==> src/rtl/qam_symbol_packer.sv <==
// 16-QAM symbol packer: sync-byte hunt, nibble-pair packing, flywheel lock,
// and a first-word-fall-through output FIFO with a ready/valid byte port.
module qam_symbol_packer #(
  parameter logic [7:0] SYNC_BYTE   = 8'hA5,
  parameter int         FRAME_BYTES = 16,
  parameter int         MAX_MISS    = 3,
  parameter int         FIFO_DEPTH  = 8
) (
  input  logic                          symbol_clock,
  input  logic                          rst,
  input  logic                          en,
  input  logic [3:0]                    sym_in,
  input  logic                          sym_valid,
  output logic [7:0]                    byte_out,
  output logic                          byte_valid,
  input  logic                          byte_ready,
  output logic                          locked,
  output logic                          overflow,
  output logic [$clog2(FIFO_DEPTH):0]   fifo_level
);

  localparam int AW = $clog2(FIFO_DEPTH);
  localparam int LW = AW + 1;
  localparam int CW = $clog2(FRAME_BYTES) + 1;
  localparam int MW = $clog2(MAX_MISS + 1);

  localparam logic [CW-1:0] LAST_BYTE = CW'(FRAME_BYTES - 1);
  localparam logic [MW-1:0] LAST_MISS = MW'(MAX_MISS - 1);
  localparam logic [LW-1:0] FULL_LVL  = LW'(FIFO_DEPTH);

  typedef enum logic [1:0] {
    HUNT,
    DATA,
    CHECK
  } state_t;

  state_t        state;
  logic [3:0]    hist;
  logic [3:0]    high;
  logic          phase;
  logic [CW-1:0] count;
  logic [MW-1:0] miss;

  logic          accept;
  logic [7:0]    pair;
  logic          push;
  logic          pop;
  logic          full;
  logic          wr;

  logic [7:0]    mem [FIFO_DEPTH];
  logic [AW-1:0] wr_ptr;
  logic [AW-1:0] rd_ptr;

  assign accept = en && sym_valid;
  assign pair   = {high, sym_in};
  assign push   = accept && (state == DATA) && phase;

  always_ff @(posedge symbol_clock or negedge rst) begin
    if (!rst) begin
      state  <= HUNT;
      hist   <= '0;
      high   <= '0;
      phase  <= 1'b0;
      count  <= '0;
      miss   <= '0;
      locked <= 1'b0;
    end else if (accept) begin
      unique case (state)
        HUNT: begin
          hist <= sym_in;
          if ({hist, sym_in} == SYNC_BYTE) begin
            state  <= DATA;
            locked <= 1'b1;
            phase  <= 1'b0;
            count  <= '0;
            miss   <= '0;
          end
        end
        DATA: begin
          phase <= ~phase;
          if (!phase) begin
            high <= sym_in;
          end else if (count == LAST_BYTE) begin
            count <= '0;
            state <= CHECK;
          end else begin
            count <= count + 1'b1;
          end
        end
        CHECK: begin
          phase <= ~phase;
          if (!phase) begin
            high <= sym_in;
          end else if (pair == SYNC_BYTE) begin
            miss  <= '0;
            state <= DATA;
          end else if (miss == LAST_MISS) begin
            // Too many bad sync slots in a row: abandon the flywheel.
            miss   <= '0;
            hist   <= '0;
            locked <= 1'b0;
            state  <= HUNT;
          end else begin
            miss  <= miss + 1'b1;
            state <= DATA;
          end
        end
        default: begin
          state  <= HUNT;
          locked <= 1'b0;
        end
      endcase
    end
  end

  assign byte_valid = (fifo_level != '0);
  assign full       = (fifo_level == FULL_LVL);
  assign pop        = byte_valid && byte_ready;
  // A pop on the same edge frees the slot, so a full FIFO still takes the push.
  assign wr         = push && (!full || pop);
  assign byte_out   = byte_valid ? mem[rd_ptr] : 8'h00;

  always_ff @(posedge symbol_clock) begin
    if (wr) begin
      mem[wr_ptr] <= pair;
    end
  end

  always_ff @(posedge symbol_clock or negedge rst) begin
    if (!rst) begin
      wr_ptr     <= '0;
      rd_ptr     <= '0;
      fifo_level <= '0;
      overflow   <= 1'b0;
    end else begin
      if (wr) begin
        wr_ptr <= wr_ptr + 1'b1;
      end
      if (pop) begin
        rd_ptr <= rd_ptr + 1'b1;
      end
      if (push && !wr) begin
        overflow <= 1'b1;
      end
      unique case ({wr, pop})
        2'b10:   fifo_level <= fifo_level + 1'b1;
        2'b01:   fifo_level <= fifo_level - 1'b1;
        default: fifo_level <= fifo_level;
      endcase
    end
  end

endmodule

==> config.mk <==
export PLATFORM = sky130hd
export DESIGN_NAME = qam_symbol_packer
export DESIGN_NICKNAME = d
export VERILOG_FILES = /design/src/rtl/qam_symbol_packer.sv
export SDC_FILE = /design/constraint.sdc
export NUM_CORES = 1
export LEC_CHECK = 0
export CORE_MARGIN = 3
export CORE_UTILIZATION = 40
export CTS_BUF_LIST = sky130_fd_sc_hd__clkbuf_4
export DETAILED_ROUTE_END_ITERATION = 12
export PLACE_DENSITY = 0.61
export SLEW_MARGIN = 15
export SYNTH_ARGS = -nofsm -noshare
export SYNTH_HDL_FRONTEND = slang
export SYNTH_SLANG_ARGS = --single-unit
export TNS_END_PERCENT = 50
==> constraint.sdc <==
create_clock -name symbol_clock -period 5.1 [get_ports symbol_clock]
set_input_delay 0.51 -clock symbol_clock [delete_from_list [all_inputs] [get_ports symbol_clock]]
set_output_delay 0.51 -clock symbol_clock [all_outputs]
set_load 0.02 [all_outputs]
# Word-level counts from Yosys, hierarchy flattened
# Memories as Yosys holds them, arrays and structs flattened.
# Cells that the tools add are included.
[totals]
register_bits = 30
ram_bits = 64
in_bits = 9
out_inout_bits = 15
memories = 1
[op_classes]
n_addsub = 6
eq_ne = 15
n_mux = 31
bitwise = 2
reduce_logical = 23
[memory_table]
columns = ["memory", "words", "word_bits", "rd", "rd_ports_with_merged_regs", "wr", "line_no", "text"]
rows = [
  ["mem", 8, 8, 1, 0, 1, "51", "logic [7:0] mem [FIFO_DEPTH];"],
]
[ops]
columns = ["op", "count"]
rows = [
  ["8-bit == test (second input constant)", 2],
  ["2-bit two-way mux", 8],
  ["4-bit one-hot mux with 2 select lines", 2],
  ["5-bit two-way mux", 3],
  ["4-bit two-way mux", 3],
  ["2-bit inequality test (second input constant)", 5],
  ["5-bit one-hot mux with 2 select lines", 1],
  ["5-bit AND reduction", 2],
  ["1-bit two-way mux", 9],
  ["8-bit two-way mux", 1],
  ["4-bit AND reduction", 2],
  ["2-bit nonzero test", 4],
  ["3-bit by 1-bit adder with 3-bit output (second input constant)", 2],
  ["2-bit == test (second input constant)", 3],
  ["1-bit logical AND", 6],
  ["2-bit one-hot mux with 3 select lines", 1],
  ["3-bit AND reduction", 2],
  ["6-bit AND reduction", 1],
  ["5-bit by 1-bit adder with 5-bit output (second input constant)", 1],
  ["5-bit by 4-bit == test with 1-bit output (second input constant)", 1],
  ["4-bit by 1-bit adder with 4-bit output (second input constant)", 1],
  ["2-bit by 1-bit == test with 1-bit output (second input constant)", 2],
  ["4-bit == test (second input constant)", 1],
  ["2-bit one-hot mux with 2 select lines", 1],
  ["11 further kinds", 13],
]

# Logic depth before layout (Yosys ltp)
[logic_depth]
word_depth = 6
ltp_mapped = 13
depth_no_buf = 12

# Least setup slack after synthesis
# No wires, ideal clock.
[synth_path]
path_type = "flip-flop to flip-flop"
startpoint = "register state[1]"
endpoint = "register fifo_level[2]"
arrival_time_ns = 2.303
t_required_ns = 4.962
setup_slack_ns = 2.658
path_stages_with_launch = 14
n_path_buf = 1
cell_sequence = "dfrtp_1 inv_1 ha_1 buf_6 nand4_1 a31oi_2 inv_1 ha_1 xor2_1 ha_1 a21oi_1 xor2_1 nor2_1 xor2_1"
[synth_between]
elab_chain_cells = 6
[synth_lines]
columns = ["element", "line_no", "text"]
rows = [
  ["start: declaration", "37", "state_t state;"],
  ["start signal: assignment", "61", "state <= HUNT;"],
  ["start signal: assignment", "73", "state <= DATA;"],
  ["start signal: assignment", "86", "state <= CHECK;"],
  ["2-bit by 1-bit == test with 1-bit output (*)", "57", "assign push = accept && (state == DATA) && phase;"],
  ["1-bit logical AND (*) (2 in series)", "57", ""],
  ["1-bit logical AND (*)", "121", "assign wr = push && (!full || pop);"],
  ["2-bit by 1-bit == test with 1-bit output / 2-bit == test (equally long branches)", "146", "unique case ({wr, pop})"],
  ["4-bit one-hot mux with 2 select lines / 2-bit nonzero test (equally long branches)", "-", ""],
  ["end signal: assignment", "147", "2'b10: fifo_level <= fifo_level + 1'b1;"],
  ["end signal: assignment", "148", "2'b01: fifo_level <= fifo_level - 1'b1;"],
  ["end signal: assignment", "149", "default: fifo_level <= fifo_level;"],
  ["end: declaration", "19", "output logic [$clog2(FIFO_DEPTH):0] fifo_level"],
]
# Every way passes the cells marked *; elsewhere a longest branch is shown, timed or not.
# A chain may end at the register's enable or synchronous reset.

# Worst setup path in the final report
[layout_path]
startpoint = "register rd_ptr[0]"
endpoint = "output port byte_out[7]"
[layout_between]
elab_chain_cells = 2
[layout_lines]
columns = ["element", "line_no", "text"]
rows = [
  ["start: declaration", "53", "logic [AW-1:0] rd_ptr;"],
  ["start signal: assignment", "141", "rd_ptr <= rd_ptr + 1'b1;"],
  ["memory read 8 x 8 bit", "-", ""],
  ["8-bit two-way mux", "122", "assign byte_out = byte_valid ? mem[rd_ptr] : 8'h00;"],
  ["end: declaration", "14", "output logic [7:0] byte_out,"],
]
# Every way passes these cells.

==> run metrics <==
Async SR Flop Fraction=0.319; measured slew at the worst slew-check pin=a little under 0.9 ns; Pwr Total=2.60 mW; standard-cell rows=36; end-of-flow core utilization=0.473; count of hold-fix buffers inserted at cts=0; Cell Area, Synth=0.00422 sq mm; Final Hold Violating Endpoints=0; clock buffers created by TritonCTS=9; diode insertion count for antenna repair=0; Initial Utilization=0.422; placed cell count=412; CTS tree=built; FF+latch count, synth=between 90 and 100; Worst IR Drop VDD=0.218 mV; Min Clock Period, post-route=3.10 ns; IO Port Bufs=23; max-slew violation count=0; cts repair resizes=0; startpoint class of the critical path=flop; worst hold slack after final layout=0.441 ns; residual antenna-violating net count after detailed routing=0; clock transition at the registers of the reported paths=0.14 ns; proportion of layout cells with a drive suffix above 1=0.200; number of warning messages in the yosys log=0; setup slack after placement=2.06 ns; routed len/inst=between 15 and 20 microns; Post-synth EDFFs=64; total core area=0.0100 sq mm; routed wire length=7.21 mm; via density per instance=5.21; commonest cells in the netlist=64 x edfxtp_1, 30 x dfrtp_1, 22 x nor2_1, 16 x mux4_2, 12 x inv_1; share of the clock period used by the worst path after layout=0.608; status=finished, final reports clean; global-route total usage across every layer=0.135; cells after synthesis=262; maximum net fanout on the critical path=18; portion of the post-synthesis area used by sequential elements=0.634; total negative slack=0 ns; leakage power=roughly 1.7 nW; post-synth net total=282; Critical Path End Type=output port; Data arrival, critical path=2.59 ns; number of setup buffers added after CTS=0; full die area=0.0118 sq mm; Initial DRT Pass Iterations=4; area added between synthesis and finish=12.3%; power per standard cell area=roughly 550 mW/mm^2; top cell type's share of synthesized area=0.456; final setup violation count=0; total number of H-tree levels=3; slew margin rel.=0.409; Die Span X=between 100 and 150 microns; via count of the first global-routing pass=2206; most frequent cell after synthesis=edfxtp_1; Top-Level Pins=24; global-route wire length before repair=11.8 mm; vertical die dimension=109 microns; via count=2230; buffers from clock root to sink, at most=2; peak clock frequency supported by timing=0.323 GHz; post-route non-filler standard cell count=428; Worst-Skew Late Latency=about 0.44 ns; Residual DRC=0; Detailed Place HPWL=4.88 mm; critical path class=reg2out; placed cell area=~0.0046 sq mm; Finished Cell Area=0.00473 sq mm; class of the most critical hold timing path=in2async; most area-hungry cell type in the Yosys netlist=edfxtp_1; net count of the finished layout=310; routability-driven placement congestion ratio=0.766; antenna violations before repair=0; setup repair after global routing missed its margin=no; largest net degree at the start of global routing=31; Clock Skew=around 0.023 ns; Avg Cell Area, Syn=between 15 and 20 sq um; Data required, critical path=between 4 and 5 ns; number of maximum-capacitance violations=0; Yosys cell types=51; GRT Residual Overflow=0; CTS sink cnt=94; slack of the critical path=approximately 2 ns; DRC violation total after the first TritonRoute iteration=108; clock root cell=clkbuf_4; most area-consuming cells after synthesis=edfxtp_1 46%, dfrtp_1 18%, mux4_2 8.5%, ha_1 3.3%, mux2i_1 2.6%; commonest register cell after synthesis=edfxtp_1
[final timing paths]
kind                                  startpoint                   endpoint  slack (ns)  cells after the start
max                        rd_ptr[0]$_DFFE_PN0P_                byte_out[7]        2.00                      4
min                                          rst       state[0]$_DFFE_PN0P_        0.44                      2
max reg2reg                 state[1]$_DFFE_PN0P_  fifo_level[2]$_DFFE_PN0P_        2.24                     12
min reg2reg                 overflow$_DFFE_PN0P_       overflow$_DFFE_PN0P_        0.50                      1
max in group asynchronous                    rst      rd_ptr[0]$_DFFE_PN0P_        4.36                      2
min in group symbol_clock   overflow$_DFFE_PN0P_       overflow$_DFFE_PN0P_        0.50                      1
[metal layers]
| layer | vias to the layer above | track usage | wire length, microns | part of all wire |
|---|---|---|---|---|
| li1 | 1064 | - | - | - |
| met1 | 1122 | 0.188 | 3560 | 0.49 |
| met2 | 36 | 0.205 | 3290 | 0.46 |
| met3 | 8 | 0.0314 | 244 | 0.034 |
| met4 | 0 | 0.0541 | 112 | 0.016 |
| met5 | - | 0 | 0 | 0 |
[cell families after synthesis]
| family | after synthesis | share of synthesized area |
|---|---|---|
| flops | 94 | 0.634 |
| simple gates | 61 | 0.0855 |
| mux | 37 | 0.141 |
| compound gates | 30 | 0.0638 |
| buf+inv | 20 | 0.0243 |
| fa+ha+maj | 11 | 0.0327 |
| xor+xnor | 9 | 0.0187 |
[power by group]
part,switching [mW],internal [mW],total [mW]
combinational,0.412,0.512,0.925
clock,0.232,0.207,0.440
sequential,0.251,0.980,1.23
[state kept, by name, indices dropped and copies added, names as in the netlist]
| signal | count |
|---|---|
| phase | 1 |
| fifo_level | 4 |
| hist | 4 |
| wr_ptr | 3 |
| locked | 1 |
| overflow | 1 |
| state | 2 |
| mem | 64 |
| high | 4 |
| miss | 2 |
| rd_ptr | 3 |
| count | 5 |
[placed cells by master, fill, tap and decap left out, types with 6 or more instances in the layout]
master and count:
nor2_1 22, nand2b_1 6, clkbuf_4 11, edfxtp_1 64, mux4_2 16, clkdlybuf4s50_1 23
dfrtp_1 29, mux2i_1 11, inv_1 12, ha_1 11, mux2_2 7, nand2_1 9
[final cells by class]
type / count / area (sq um)
repair buffers: 25 / 245
fillers: 874 / 5270
clock inverters: 5 / 75.1
well taps: 133 / 166
multi-input cells: 148 / 1450
clock buffers: 11 / 82.6
flip-flops and latches: 94 / 2670
inverters: 12 / 45.0
[critical path: stages (launching register included)]
cell	delay, ns
dfrtp_2	0.78
mux4_2	0.61
mux2i_1	0.15
nor2_1	0.05
clkdlybuf4s50_1	0.56
No activity file was read; power rests on OpenSTA's default activity.
